--- config.mk ---
export PLATFORM = sky130hd
export DESIGN_NAME = pipe_ctrl_flat
export DESIGN_NICKNAME = d
export VERILOG_FILES = /design/src/rtl/pipe_ctrl_pkg.sv /design/src/rtl/pipe_ctrl_if.sv /design/src/rtl/pipe_ctrl_hazard_fwd_unit.sv /design/src/rtl/pipe_ctrl.sv /design/src/flat_wrapper.sv
export SDC_FILE = /design/constraint.sdc
export NUM_CORES = 1
export LEC_CHECK = 0
export CAP_MARGIN = 10
export CORE_UTILIZATION = 40
export CTS_BUF_LIST = sky130_fd_sc_hd__clkbuf_4 sky130_fd_sc_hd__clkbuf_8
export DETAILED_ROUTE_END_ITERATION = 10
export PLACE_DENSITY = 0.76
export SLEW_MARGIN = 20
export SYNTH_ARGS = -nofsm -noshare
export SYNTH_HDL_FRONTEND = slang
export SYNTH_SLANG_ARGS = --single-unit
--- constraint.sdc ---
create_clock -name clk -period 7 [get_ports clk]
set_clock_uncertainty 0.05 [all_clocks]
set_input_delay 0.7 -clock clk [delete_from_list [all_inputs] [get_ports clk]]
set_output_delay 0.7 -clock clk [all_outputs]
set_load 0.01 [all_outputs]
--- src/rtl/pipe_ctrl_pkg.sv ---
// Pipeline control shared types: FSM states, forward selects, drain length.
// Shared by hazard_fwd_unit and pipe_ctrl.
package pipe_ctrl_pkg;

  typedef enum logic [1:0] {
    RUN   = 2'd0,
    DRAIN = 2'd1,
    HALT  = 2'd2
  } state_e;

  typedef logic [1:0] fwd_t;
  typedef logic [1:0] cnt_t;

  localparam fwd_t FWD_NONE = 2'b00;
  localparam fwd_t FWD_WB   = 2'b01;
  localparam fwd_t FWD_MEM  = 2'b10;

  localparam cnt_t DRAIN_CYCLES = 2'd3;

  // x0 is hardwired zero, so it never carries a dependency.
  function automatic logic reg_hit(
    input logic [4:0] rd,
    input logic [4:0] rs
  );
    return (rd != 5'd0) && (rd == rs);
  endfunction

endpackage

--- src/rtl/pipe_ctrl_if.sv ---
// Bundle between the pipeline datapath and pipe_ctrl.
// master = datapath side, slave = controller side.
interface pipe_ctrl_if;
  logic [4:0]  rs1_d;
  logic [4:0]  rs2_d;
  logic        use_rs1_d;
  logic        use_rs2_d;
  logic        pause_d;
  logic [4:0]  rs1_e;
  logic [4:0]  rs2_e;
  logic [4:0]  rd_e;
  logic        memtoreg_e;
  logic        writesreg_e;
  logic        redirect_e;
  logic [4:0]  rd_m;
  logic [4:0]  rd_w;
  logic        writesreg_m;
  logic        writesreg_w;
  logic        resume_i;
  logic        stall_f;
  logic        stall_d;
  logic        flush_d;
  logic        flush_e;
  logic [1:0]  fwd_a_e;
  logic [1:0]  fwd_b_e;
  logic        halted;
  logic [31:0] stall_cnt;

  modport master (
    output rs1_d, rs2_d, use_rs1_d, use_rs2_d,
    output pause_d, rs1_e, rs2_e, rd_e,
    output memtoreg_e, writesreg_e, redirect_e,
    output rd_m, rd_w, writesreg_m, writesreg_w,
    output resume_i,
    input  stall_f, stall_d, flush_d, flush_e,
    input  fwd_a_e, fwd_b_e, halted, stall_cnt
  );

  modport slave (
    input  rs1_d, rs2_d, use_rs1_d, use_rs2_d,
    input  pause_d, rs1_e, rs2_e, rd_e,
    input  memtoreg_e, writesreg_e, redirect_e,
    input  rd_m, rd_w, writesreg_m, writesreg_w,
    input  resume_i,
    output stall_f, stall_d, flush_d, flush_e,
    output fwd_a_e, fwd_b_e, halted, stall_cnt
  );
endinterface

--- src/rtl/pipe_ctrl_hazard_fwd_unit.sv ---
// Register compare and operand forward select (purely combinational).
// PIPE_CTRL_FORWARD_EN selects bypassing; otherwise interlock on E/M.
import pipe_ctrl_pkg::*;

module hazard_fwd_unit (
  input  logic [4:0] rs1_d,
  input  logic [4:0] rs2_d,
  input  logic       use_rs1_d,
  input  logic       use_rs2_d,
  input  logic [4:0] rs1_e,
  input  logic [4:0] rs2_e,
  input  logic [4:0] rd_e,
  input  logic       memtoreg_e,
  input  logic       writesreg_e,
  input  logic [4:0] rd_m,
  input  logic       writesreg_m,
  input  logic [4:0] rd_w,
  input  logic       writesreg_w,
  output logic       hazard,
  output fwd_t       fwd_a,
  output fwd_t       fwd_b
);

  logic e1;
  logic e2;
  logic m1;
  logic m2;

  assign e1 = use_rs1_d && reg_hit(rd_e, rs1_d);
  assign e2 = use_rs2_d && reg_hit(rd_e, rs2_d);
  assign m1 = use_rs1_d && reg_hit(rd_m, rs1_d);
  assign m2 = use_rs2_d && reg_hit(rd_m, rs2_d);

`ifdef PIPE_CTRL_FORWARD_EN

  // Only a load in E cannot be bypassed in time.
  always_comb begin
    hazard = memtoreg_e && writesreg_e && (e1 || e2);
  end

  // MEM holds the younger value, so it wins over WB.
  always_comb begin
    fwd_a = FWD_NONE;
    fwd_b = FWD_NONE;
    if (writesreg_m && reg_hit(rd_m, rs1_e))
      fwd_a = FWD_MEM;
    else if (writesreg_w && reg_hit(rd_w, rs1_e))
      fwd_a = FWD_WB;
    if (writesreg_m && reg_hit(rd_m, rs2_e))
      fwd_b = FWD_MEM;
    else if (writesreg_w && reg_hit(rd_w, rs2_e))
      fwd_b = FWD_WB;
  end

  logic unused_fwd;
  assign unused_fwd = ^{m1, m2};

`else

  // No bypass: wait until the producer reaches W (write-first regfile).
  always_comb begin
    hazard = (writesreg_e && (e1 || e2))
          || (writesreg_m && (m1 || m2));
  end

  // Operands always come from the register file.
  always_comb begin
    fwd_a = FWD_NONE;
    fwd_b = FWD_NONE;
  end

  logic unused_nofwd;
  assign unused_nofwd = ^{rs1_e, rs2_e, memtoreg_e,
                          rd_w, writesreg_w};

`endif

endmodule

--- src/rtl/pipe_ctrl.sv ---
// Pipeline stall/flush/forward control with pause-drain-halt FSM.
// Optional macro PIPE_CTRL_FORWARD_EN enables operand forwarding.
import pipe_ctrl_pkg::*;

module pipe_ctrl (
  input logic      clk,
  input logic      rst_n,
  pipe_ctrl_if.slave bus
);

  state_e      state;
  state_e      state_nxt;
  cnt_t        cnt;
  cnt_t        cnt_nxt;
  logic        halted_q;
  logic [31:0] stall_cnt_q;
  logic        hazard;
  fwd_t        fwd_a;
  fwd_t        fwd_b;
  logic        sf;
  logic        sd;
  logic        fd;
  logic        fe;

  hazard_fwd_unit u_hfu (
    .rs1_d       (bus.rs1_d),
    .rs2_d       (bus.rs2_d),
    .use_rs1_d   (bus.use_rs1_d),
    .use_rs2_d   (bus.use_rs2_d),
    .rs1_e       (bus.rs1_e),
    .rs2_e       (bus.rs2_e),
    .rd_e        (bus.rd_e),
    .memtoreg_e  (bus.memtoreg_e),
    .writesreg_e (bus.writesreg_e),
    .rd_m        (bus.rd_m),
    .writesreg_m (bus.writesreg_m),
    .rd_w        (bus.rd_w),
    .writesreg_w (bus.writesreg_w),
    .hazard      (hazard),
    .fwd_a       (fwd_a),
    .fwd_b       (fwd_b)
  );

  // State, drain counter, halted flag and stall counter.
  always_ff @(posedge clk or negedge rst_n) begin
    if (!rst_n) begin
      state       <= RUN;
      cnt         <= '0;
      halted_q    <= 1'b0;
      stall_cnt_q <= '0;
    end else begin
      state       <= state_nxt;
      cnt         <= cnt_nxt;
      halted_q    <= (state_nxt == HALT);
      stall_cnt_q <= stall_cnt_q + 32'(sd);
    end
  end

  // Next state and stall/flush controls; redirect wins in RUN.
  always_comb begin
    state_nxt = state;
    cnt_nxt   = cnt;
    sf        = 1'b0;
    sd        = 1'b0;
    fd        = 1'b0;
    fe        = 1'b0;
    unique case (state)
      RUN: begin
        if (bus.redirect_e) begin
          fd = 1'b1;
          fe = 1'b1;
        end else begin
          if (hazard) begin
            sf = 1'b1;
            sd = 1'b1;
            fe = 1'b1;
          end
          if (bus.pause_d) begin
            state_nxt = DRAIN;
            cnt_nxt   = DRAIN_CYCLES;
          end
        end
      end
      DRAIN: begin
        sf      = 1'b1;
        sd      = 1'b1;
        fe      = 1'b1;
        cnt_nxt = cnt - 2'd1;
        if (cnt == 2'd1)
          state_nxt = HALT;
      end
      HALT: begin
        sf = 1'b1;
        sd = 1'b1;
        fe = 1'b1;
        if (bus.resume_i) begin
          state_nxt = RUN;
          fd        = 1'b1;
        end
      end
      default: begin
        state_nxt = RUN;
        cnt_nxt   = '0;
      end
    endcase
  end

  assign bus.stall_f   = sf;
  assign bus.stall_d   = sd;
  assign bus.flush_d   = fd;
  assign bus.flush_e   = fe;
  assign bus.fwd_a_e   = fwd_a;
  assign bus.fwd_b_e   = fwd_b;
  assign bus.halted    = halted_q;
  assign bus.stall_cnt = stall_cnt_q;

endmodule

--- src/flat_wrapper.sv ---
// flat-port wrapper written by rule: the top's interface ports become plain ports
module pipe_ctrl_flat 
  (clk, rst_n, bus_rs1_d, bus_rs2_d, bus_use_rs1_d, bus_use_rs2_d, bus_pause_d, bus_rs1_e, bus_rs2_e, bus_rd_e, bus_memtoreg_e, bus_writesreg_e, bus_redirect_e, bus_rd_m, bus_rd_w, bus_writesreg_m, bus_writesreg_w, bus_resume_i, bus_stall_f, bus_stall_d, bus_flush_d, bus_flush_e, bus_fwd_a_e, bus_fwd_b_e, bus_halted, bus_stall_cnt);
  pipe_ctrl_if bus_i ();
  input logic clk;
  input logic rst_n;
  input wire logic [$bits(bus_i.rs1_d)-1:0] bus_rs1_d;
  input wire logic [$bits(bus_i.rs2_d)-1:0] bus_rs2_d;
  input wire logic [$bits(bus_i.use_rs1_d)-1:0] bus_use_rs1_d;
  input wire logic [$bits(bus_i.use_rs2_d)-1:0] bus_use_rs2_d;
  input wire logic [$bits(bus_i.pause_d)-1:0] bus_pause_d;
  input wire logic [$bits(bus_i.rs1_e)-1:0] bus_rs1_e;
  input wire logic [$bits(bus_i.rs2_e)-1:0] bus_rs2_e;
  input wire logic [$bits(bus_i.rd_e)-1:0] bus_rd_e;
  input wire logic [$bits(bus_i.memtoreg_e)-1:0] bus_memtoreg_e;
  input wire logic [$bits(bus_i.writesreg_e)-1:0] bus_writesreg_e;
  input wire logic [$bits(bus_i.redirect_e)-1:0] bus_redirect_e;
  input wire logic [$bits(bus_i.rd_m)-1:0] bus_rd_m;
  input wire logic [$bits(bus_i.rd_w)-1:0] bus_rd_w;
  input wire logic [$bits(bus_i.writesreg_m)-1:0] bus_writesreg_m;
  input wire logic [$bits(bus_i.writesreg_w)-1:0] bus_writesreg_w;
  input wire logic [$bits(bus_i.resume_i)-1:0] bus_resume_i;
  output wire logic [$bits(bus_i.stall_f)-1:0] bus_stall_f;
  output wire logic [$bits(bus_i.stall_d)-1:0] bus_stall_d;
  output wire logic [$bits(bus_i.flush_d)-1:0] bus_flush_d;
  output wire logic [$bits(bus_i.flush_e)-1:0] bus_flush_e;
  output wire logic [$bits(bus_i.fwd_a_e)-1:0] bus_fwd_a_e;
  output wire logic [$bits(bus_i.fwd_b_e)-1:0] bus_fwd_b_e;
  output wire logic [$bits(bus_i.halted)-1:0] bus_halted;
  output wire logic [$bits(bus_i.stall_cnt)-1:0] bus_stall_cnt;
  assign bus_i.rs1_d = bus_rs1_d;
  assign bus_i.rs2_d = bus_rs2_d;
  assign bus_i.use_rs1_d = bus_use_rs1_d;
  assign bus_i.use_rs2_d = bus_use_rs2_d;
  assign bus_i.pause_d = bus_pause_d;
  assign bus_i.rs1_e = bus_rs1_e;
  assign bus_i.rs2_e = bus_rs2_e;
  assign bus_i.rd_e = bus_rd_e;
  assign bus_i.memtoreg_e = bus_memtoreg_e;
  assign bus_i.writesreg_e = bus_writesreg_e;
  assign bus_i.redirect_e = bus_redirect_e;
  assign bus_i.rd_m = bus_rd_m;
  assign bus_i.rd_w = bus_rd_w;
  assign bus_i.writesreg_m = bus_writesreg_m;
  assign bus_i.writesreg_w = bus_writesreg_w;
  assign bus_i.resume_i = bus_resume_i;
  assign bus_stall_f = bus_i.stall_f;
  assign bus_stall_d = bus_i.stall_d;
  assign bus_flush_d = bus_i.flush_d;
  assign bus_flush_e = bus_i.flush_e;
  assign bus_fwd_a_e = bus_i.fwd_a_e;
  assign bus_fwd_b_e = bus_i.fwd_b_e;
  assign bus_halted = bus_i.halted;
  assign bus_stall_cnt = bus_i.stall_cnt;
  pipe_ctrl u_core (.clk(clk), .rst_n(rst_n), .bus(bus_i));
endmodule
# ---- Yosys cells after proc, flatten, opt, wreduce, memory -nomap -nowiden
# Index checks and enable logic that the tools add are counted.
dict set report classes {
  order_cmp 0
  mul 0
  div_mod_pow 0
  addsub 2
  bitwise_logic 1
  n_eq_ne 10
  n_reduce_logical 18
  n_shift 0
  mux 16
}
# cell n
set ops {}
lappend ops {{$add 32x1->32} 1}
lappend ops {{$eq 5x5->1} 4}
lappend ops {{$mux 2} 6}
lappend ops {{$pmux 2 s3} 2}
lappend ops {{$logic_and 1x1->1} 10}
lappend ops {{$reduce_bool 5->1} 2}
lappend ops {{$pmux 1 s2} 3}
lappend ops {{$mux 1} 5}
lappend ops {{$eq 2x1->1 const B} 2}
lappend ops {{$eq 2x2->1 const B} 2}
lappend ops {{$ne 2x2->1 const B} 2}
lappend ops {{$logic_or 1x1->1} 3}
lappend ops {{$reduce_and 3->1} 1}
lappend ops {{$logic_not 2->1} 1}
lappend ops {{$reduce_or 2->1} 1}
lappend ops {{$sub 2x1->2 const B} 1}
lappend ops {{$not 1->1} 1}
dict set report word_totals {
  inputBits 46
  register_bits 37
  latch_bits 0
  ramBits 0
  rom_bits 0
  n_memories 0
  out_inout_bits 41
  wordCells 51
}

# ---- Logic depth before layout (Yosys ltp)
# Gate-level depths: netlist of run 1.
dict set report logic_depth {
  depth_word 10
  depth_mapped 13
  depth_no_buf 12
}

# ---- Hierarchy
# Synthesis of run 1 repeated with hierarchy kept, for this count alone.
dict set report unflattened {
  hier_cells 205
  area_unflattened_um2 2163.3
}
# mod n_inst cells_each area_each_um2
set by_module_without_submodules {}
lappend by_module_without_submodules {pipe_ctrl 1 167 1868.0}
lappend by_module_without_submodules {hazard_fwd_unit 1 38 295.3}

# ---- Worst setup path before layout of run 1
# Ideal clock, no wire load.
dict set report synth_path {
  path_kind {input to register}
  startpoint {input bus_rd_e[1]}
  endpoint {register u_core.stall_cnt_q[28] (netlist: u_core.bus.stall_cnt[28])}
  setup_slack_ns 3.798
  setup_time_ns 0.126
  t_arrival_ns 3.026
  stages 12
  cell_sequence {xnor2_1 nand4_1 o22ai_1 a22oi_1 o31ai_1 ha_1 ha_1 nand4_1 nor4_4 nand3b_1 nand2b_1 xnor2_1}
}
dict set report synth_via {
  elab_chain_cells 10
}
# item line_no
set synth_rtl {}
lappend synth_rtl {{from (decl)} flat_wrapper.sv:14} ;# input wire logic [$bits(bus_i.rd_e)-1:0] bus_rd_e;
lappend synth_rtl {{$eq 5x5->1 or $reduce_bool 5->1 (tied branches)} pipe_ctrl_pkg.sv:25} ;# return (rd != 5'd0) && (rd == rs);
lappend synth_rtl {{$logic_and 1x1->1} pipe_ctrl_pkg.sv:25}
lappend synth_rtl {{$logic_and 1x1->1 (on tied branches)} {pipe_ctrl_hazard_fwd_unit.sv:29, pipe_ctrl_hazard_fwd_unit.sv:30}}
lappend synth_rtl {{$logic_or 1x1->1 (*)} pipe_ctrl_hazard_fwd_unit.sv:62} ;# hazard = (writesreg_e && (e1 || e2))
lappend synth_rtl {{$logic_and 1x1->1 (*)} pipe_ctrl_hazard_fwd_unit.sv:62}
lappend synth_rtl {{$logic_or 1x1->1 (*)} pipe_ctrl_hazard_fwd_unit.sv:63} ;# || (writesreg_m && (m1 || m2));
lappend synth_rtl {{$mux 1 (*)} pipe_ctrl.sv:73} ;# if (hazard) begin
lappend synth_rtl {{$mux 1 (*)} pipe_ctrl.sv:69} ;# if (bus.redirect_e) begin
lappend synth_rtl {{$pmux 1 s2 (*)} pipe_ctrl.sv:67} ;# unique case (state)
lappend synth_rtl {{net bus_stall_d} flat_wrapper.sv:24} ;# output wire logic [$bits(bus_i.stall_d)-1:0] bus_stall_d;
lappend synth_rtl {{$add 32x1->32 (*)} pipe_ctrl.sv:55} ;# stall_cnt_q <= stall_cnt_q + 32'(sd);
lappend synth_rtl {{to (signal assigned)} pipe_ctrl.sv:55}
lappend synth_rtl {{to (decl)} pipe_ctrl.sv:16} ;# logic [31:0] stall_cnt_q;
# The timed path passes the listed nets; every way through them passes the cells marked *.
# A chain may end at the register's enable or synchronous reset.

# ---- Worst setup path in the final report of run 1
dict set report layout_path {
  startpoint {input bus_rd_e[4]}
  endpoint {register u_core.stall_cnt_q[28] (netlist: u_core.bus.stall_cnt[28])}
}
dict set report layout_via {
  elab_chain_cells 10
}
# item line_no
set layout_rtl {}
lappend layout_rtl {{$eq 5x5->1 or $reduce_bool 5->1 (tied branches)} pipe_ctrl_pkg.sv:25}
lappend layout_rtl {{$logic_and 1x1->1} pipe_ctrl_pkg.sv:25}
lappend layout_rtl {{$logic_and 1x1->1 (on tied branches)} {pipe_ctrl_hazard_fwd_unit.sv:29, pipe_ctrl_hazard_fwd_unit.sv:30}}
lappend layout_rtl {{$logic_or 1x1->1 (*)} pipe_ctrl_hazard_fwd_unit.sv:62}
lappend layout_rtl {{$logic_and 1x1->1 (*)} pipe_ctrl_hazard_fwd_unit.sv:62}
lappend layout_rtl {{$logic_or 1x1->1 (*)} pipe_ctrl_hazard_fwd_unit.sv:63}
lappend layout_rtl {{$mux 1 (*)} pipe_ctrl.sv:73}
lappend layout_rtl {{$mux 1 (*)} pipe_ctrl.sv:69}
lappend layout_rtl {{$pmux 1 s2 (*)} pipe_ctrl.sv:67}
lappend layout_rtl {{$add 32x1->32 (*)} pipe_ctrl.sv:55}
# Every way passes the cells marked *; elsewhere a longest branch is shown, timed or not.

==> results of run 1 <==
## per-layer routing
layer	wire length, um	up-vias	GRT usage
met2	1830	63	0.269
met3	354	8	0.0617
met1	1880	759	0.207
li1	-	803	-
met4	74	0	0.0641
met5	0	-	0
## state kept, by name, indices dropped and copies added, names as in the netlist
name,cells
u_core.bus.stall_cnt,32
u_core.cnt,2
u_core.bus.halted,1
u_core.state,2
## layout make-up
type	count	area, sq um
Clock buffer	6	76.3
Clock inverter	2	10.0
Fill cell	430	2000
Inverter	7	26.3
Multi-Input combinational cell	149	1080
Sequential cell	37	926
Tap cell	67	83.8
Timing Repair Buffer	65	646
## cell usage in the layout (no fill, tap or decap), types with 2 or more instances in the layout
cell type        Yosys  final
o311a_1              2      2
conb_1               1      4
nor2b_1              4      4
nor3_1               2      2
ha_1                 7      7
clkbuf_8             0      5
nand3_1             11     11
nor4_4               2      2
xnor2_1             43     43
clkinv_2             0      2
nand2b_1             4      4
inv_1                7      7
nor2_1               9      9
and4_1               2      2
and2_1               2      2
nand4_1             11     11
and3_1               4      4
o22ai_1              2      2
or3_1                2      2
clkdlybuf4s50_1      0     64
dfrtp_1             37     37
xor2_1               7      7
a21oi_1              4      4
nand2_1             15     15
## Yosys cell counts (4+ instances only)
library cell | number | area, sq um
xnor2_1 | 43 | 377
dfrtp_1 | 37 | 926
nand2_1 | 15 | 56.3
nand3_1 | 11 | 55.1
nand4_1 | 11 | 68.8
nor2_1 | 9 | 33.8
ha_1 | 7 | 87.6
inv_1 | 7 | 26.3
xor2_1 | 7 | 61.3
buf_4 | 5 | 37.5
a21oi_1 | 4 | 20.0
and3_1 | 4 | 25.0
nand2b_1 | 4 | 25.0
nor2b_1 | 4 | 25.0
## critical path, cell delays in order
cell	delay, ns
clkdlybuf4s50_1	0.55
xnor2_1	0.14
nand4_1	0.10
o22ai_1	0.18
a22oi_1	0.13
o31ai_1	0.38
ha_1	0.27
ha_1	0.21
nand4_1	0.18
nor4_4	0.42
nand3b_1	0.18
nand2b_1	0.18
xnor2_1	0.12
## per-stage QoR
stage | hold WS [ns] | utilization | total power [mW]
after floorplan | 0.354 | - | 0.426
after global placement | 0.411 | 0.570 | 0.540
after detailed placement | 0.434 | 0.570 | 0.546
after CTS | 0.444 | 0.587 | 0.695
after global routing | 0.461 | 0.587 | 0.731
final | 0.437 | 0.587 | 0.685
## where the power goes
| part | switching [mW] | internal, mW |
|---|---|---|
| clock network | 0.0732 | 0.0728 |
| registers | 0.0332 | 0.246 |
| logic | 0.116 | 0.144 |
## cells by family (layout without fill, tap and decap cells)
group                    after synthesis  in the layout  synth area share
other                                  1              4           0.00182
AND/OR/NAND/NOR                       73             73             0.209
adder cells (fa/ha/maj)                7              7            0.0425
buffers and inverters                 13             80            0.0328
flip-flops                            37             37             0.449
AO/OA/AOI/OAI                         15             15            0.0528
XOR/XNOR                              50             50             0.212
## worst min-delay path by stage
| stage | depth (start not counted) | endpoint | slack (ns) | from |
|---|---|---|---|---|
| 4_1_cts | 1 | u_core.bus.stall_cnt[29]$_DFF_PN0_ | 0.44 | u_core.bus.stall_cnt[29]$_DFF_PN0_ |
| 5_1_grt | 1 | u_core.bus.stall_cnt[24]$_DFF_PN0_ | 0.46 | u_core.bus.stall_cnt[24]$_DFF_PN0_ |
| 3_5_place_dp | 1 | u_core.bus.stall_cnt[29]$_DFF_PN0_ | 0.43 | u_core.bus.stall_cnt[29]$_DFF_PN0_ |
| 2_1_floorplan | 0 | u_core.bus.halted$_DFF_PN0_ | 0.35 | rst_n |
| 6_report | 1 | u_core.bus.stall_cnt[31]$_DFF_PN0_ | 0.44 | u_core.bus.stall_cnt[31]$_DFF_PN0_ |
| 3_3_place_gp | 1 | u_core.bus.stall_cnt[31]$_DFF_PN0_ | 0.41 | u_core.bus.stall_cnt[31]$_DFF_PN0_ |
==> flow_summary_export.csv, run 1 <==
group,metric,value,unit
grt,grt_pass1_wl,6960,um
cells_and_area,synthToLayoutAreaGrowth,38.1,%
power_and_ir_drop,p_per_area,241,mW/mm^2
timing,tns,0,ns
power_and_ir_drop,irDropWorstVdd,0.000173,V
worst_setup_path,r2r_cells,12,
worst_setup_path,cp.required,7.13,ns
worst_setup_path,worstSetupStartpoint,"bus_rd_e[4]",
timing,period_share,0.519,
worst_setup_path,crit_type,"in2reg",
cells_and_area,fin_nets,318,
hold_path,min_path_type,"reg2reg",
cells_and_area,drive_gt1_frac,0.0564,
worst_setup_path,reg2reg_to,"u_core.bus.stall_cnt[28]$_DFF_PN0_",
synth,seq_area_frac_synth,0.449,
place,dp_hpwl,3200,um
clock_network,clk_latency,0.29,ns
status,status,"completed",
clock_network,cts_resized,0,
cells_and_area,final_cell_count_no_fill,333,
worst_setup_path,critPathLaunchType,"input pin",
flow_run,maxCapViolCount,0,
routing,drtIter0Drc,75,
clock_network,cts_buffers,5,
routing,vias_per_cell,4.90,
synth,async_reset_ff_frac,1.00,
cells_and_area,final_area,0.00285,sq mm
timing,fin_ws,3.37,ns
timing,drv_slew,0,
synth,synth_warnings,0,
worst_setup_path,reg2reg_slack,3.69,ns
synth,ys_types,35,
cells_and_area,antennaDiodeCount,0,
worst_setup_path,crit_path_end,"u_core.bus.stall_cnt[28]$_DFF_PN0_",
clock_network,cts_tree,"done",
place,port_buffers,65,
routing,drcViolationCount,0,
synth,synth_ff_type,"dfrtp_1",
die,die_h,73.8,um
synth,synthesis.area,0.00206,sq mm
timing,grt_setup_unrepaired,"no",
die,die_area,0.00545,sq mm
timing,worstMarginPinSlew,0.810,ns
grt,grt_max_degree,38,
timing,clock.fmax,275,MHz
timing,finalSetupViolCount,0,
clock_network,cts_setup_buffers,0,
worst_setup_path,crit_arrival,3.76,ns
synth,ys_seq_elements,37,
clock_network,htreeDepth,2,
routing,first_pass_iters,4,
die,io_pins,87,
timing,hold_viol_final,0,
die,start_util,0.425,
clock_network,clk_pin_slew,0.07,ns
routing,post_drt_wl_per_cell,12.4,um
power_and_ir_drop,leakagePower,1.18,nW
die,fp.dieW,73.8,um
clock_network,numClockSinks,37,
synth,synth_edf_count,0,
clock_network,clock_path_buffers,2,
routing,ant_nets,0,
timing,fin_crit,3.63,ns
place,routabilityCongestion,0.761,
worst_setup_path,cp-end-kind,"register",
die,placementRows,25,
routing,drt_wl_total,4140,um
clock_network,hold_buffers,0,
synth,syn_avg_cell_area,10.5,sq um
clock_network,cts_root_buf,"clkbuf_8",
grt,antenna_found_initial,0,
place,dp_slack,3.04,ns
place,dpl_cell_area,0.00276,sq mm
place,dp.cells,325,
routing,num_vias,1633,
timing,max-slew-margin-rel,0.460,
synth,syn_inst,196,
grt,grt_remaining_overflow,0,
die,coreArea,0.00485,sq mm
worst_setup_path,critPathMaxFanout,6,
grt,grt_pass1_vias,1543,
worst_setup_path,r2r-start,"u_core.state[1]$_DFF_PN0_",
grt,grt_usage,0.168,
Note: power is estimated with default switching activity, not from simulation.
==> inputs of run 2 (changes only) <==
clock period = 3.75 ns   (was 7 ns; I/O delays follow)
==> run 2 against run 1 <==
Effect of this change:
- first-iteration DRC count down 6.7%
- sequential cell count unchanged
- highest routed layer unchanged
- register-to-register slack got worse by 3.1 ns
- critical endpoint unchanged
- final cell count increased by 0.60%
==> flow_summary_export.csv, run 2 (synthesis gave the netlist of run 1 again) <==
group,metric,value,unit
cells_and_area,antennaDiodeCount,0,
routing,drt_wl_total,4100,um
routing,drcViolationCount,0,
clock_network,htreeDepth,2,
routing,num_vias,1605,
routing,vias_per_cell,4.79,
power_and_ir_drop,power,1.37,mW
timing,tns,0,ns
routing,post_drt_wl_per_cell,12.2,um
clock_network,cts_buffers,5,
cells_and_area,final_cell_mix,"64 x clkdlybuf4s50_1, 43 x xnor2_1, 37 x dfrtp_1",
clock_network,numClockSinks,37,
die,io_pins,87,
timing,grt_setup_unrepaired,"no",
status,status,"completed",
worst_setup_path,crit_path_end,"u_core.bus.stall_cnt[28]$_DFF_PN0_",
timing,drv_slew,0,
place,port_buffers,65,
clock_network,cts_setup_buffers,0,
cells_and_area,synthToLayoutAreaGrowth,40.5,%
routing,first_pass_iters,4,
timing,period_share,0.839,
timing,finalSetupViolCount,0,
power_and_ir_drop,p_per_area,474,mW/mm^2
worst_setup_path,reg2reg_to,"u_core.bus.stall_cnt[28]$_DFF_PN0_",
hold_path,min_path_type,"in2async",
timing,fin_crit,3.15,ns
power_and_ir_drop,irDropWorstVdd,0.000333,V
die,placementRows,25,
timing,fin_ws,0.603,ns
timing,hold_viol_final,0,
cells_and_area,fin_nets,320,
worst_setup_path,reg2reg_slack,0.63,ns
grt,grt_pass1_vias,1531,
timing,max-slew-margin-rel,0.483,
grt,grt_remaining_overflow,0,
cells_and_area,largest_reg_flops,32,
worst_setup_path,critPathLaunchType,"input pin",
worst_setup_path,crit_type,"in2reg",
clock_network,cts_tree,"done",
timing,clock.fmax,318,MHz
power_and_ir_drop,leakagePower,1.20,nW
place,dp_slack,0.335,ns
clock_network,cts_root_buf,"clkbuf_8",
clock_network,cts_resized,0,
die,die_h,73.8,um
die,coreArea,0.00485,sq mm
worst_setup_path,critPathMaxFanout,3,
flow_run,maxCapViolCount,0,
worst_setup_path,worstSetupStartpoint,"bus_rd_e[3]",
grt,antenna_found_initial,0,
grt,grt_max_degree,38,
cells_and_area,final_util,0.597,
worst_setup_path,cp.required,3.88,ns
die,start_util,0.425,
timing,worstMarginPinSlew,0.776,ns
die,die_area,0.00545,sq mm
worst_setup_path,cp-end-kind,"register",
worst_setup_path,r2r_cells,12,
grt,grt_pass1_wl,6750,um
clock_network,hold_buffers,0,
cells_and_area,final_common_cell,"clkdlybuf4s50_1",
clock_network,clk_pin_slew,0.07,ns
routing,ant_nets,0,
die,fp.dieW,73.8,um
cells_and_area,drive_gt1_frac,0.0634,
worst_setup_path,r2r-start,"u_core.state[0]$_DFF_PN0_",
worst_setup_path,crit_arrival,3.27,ns
grt,grt_usage,0.165,
place,dp_hpwl,3260,um
place,routabilityCongestion,0.748,
clock_network,clk_latency,0.28,ns
clock_network,clock_path_buffers,2,
routing,drtIter0Drc,70,
-- run 2: cell types whose count changed in the layout (fill, tap and decap cells not counted), sizes merged --
cell,change
buf,+2
bufinv,+1
clkinv,-2
clkinvlp,+1
-- run 2: cell type report --
| type | instances | area, sq um |
|---|---|---|
| Inverter | 7 | 26.3 |
| Timing Repair Buffer | 67 | 661 |
| Clock buffer | 6 | 82.6 |
| Clock inverter | 2 | 37.5 |
| Multi-Input combinational cell | 149 | 1080 |
| Fill cell | 431 | 1950 |
| Tap cell | 67 | 83.8 |
| Sequential cell | 37 | 926 |
-- run 2: worst min path at each step --
stage,from,end,slack (ns),depth (start not counted)
after global placement,u_core.bus.stall_cnt[31]$_DFF_PN0_,u_core.bus.stall_cnt[31]$_DFF_PN0_,0.41,1
after floorplan,rst_n,u_core.bus.halted$_DFF_PN0_,0.03,0
after CTS,rst_n,u_core.bus.stall_cnt[22]$_DFF_PN0_,0.14,1
after detailed placement,u_core.bus.stall_cnt[31]$_DFF_PN0_,u_core.bus.stall_cnt[31]$_DFF_PN0_,0.43,1
after global routing,rst_n,u_core.bus.stall_cnt[21]$_DFF_PN0_,0.18,1
final,rst_n,u_core.bus.stall_cnt[19]$_DFF_PN0_,0.11,1
-- run 2: report_power, final --
group	leakage, nW	internal [mW]	switching, mW	total, mW
combinational	0.657	0.279	0.218	0.498
clock	0.0574	0.216	0.140	0.356
sequential	0.489	0.458	0.0606	0.519
-- run 2: metrics by stage --
step           hold slack, ns  std cells  cell area [sq um]
2_1_floorplan          0.0294        199               2070
3_3_place_gp            0.411        327               2780
3_5_place_dp            0.428        327               2780
4_1_cts                 0.139        335               2900
5_1_grt                 0.178        335               2900
6_report                0.112        335               2900
-- run 2: per-layer routing --
metal | track usage | vias to the layer above | wire, um
li1 | - | 803 | -
met1 | 0.202 | 730 | 1820
met2 | 0.259 | 64 | 1830
met3 | 0.0658 | 8 | 364
met4 | 0.0662 | 0 | 85
met5 | 0 | - | 0
-- run 2: worst max-delay path, cell delays in order --
cell and delay, ns:
clkdlybuf4s50_1 0.55, xnor2_1 0.14, nand4_1 0.15, o22ai_1 0.15, a22oi_1 0.13, o31ai_1 0.32
ha_1 0.25, ha_1 0.21, nand4_1 0.19, nor4_4 0.32, nand3b_1 0.17, nand2b_1 0.19
xnor2_1 0.12
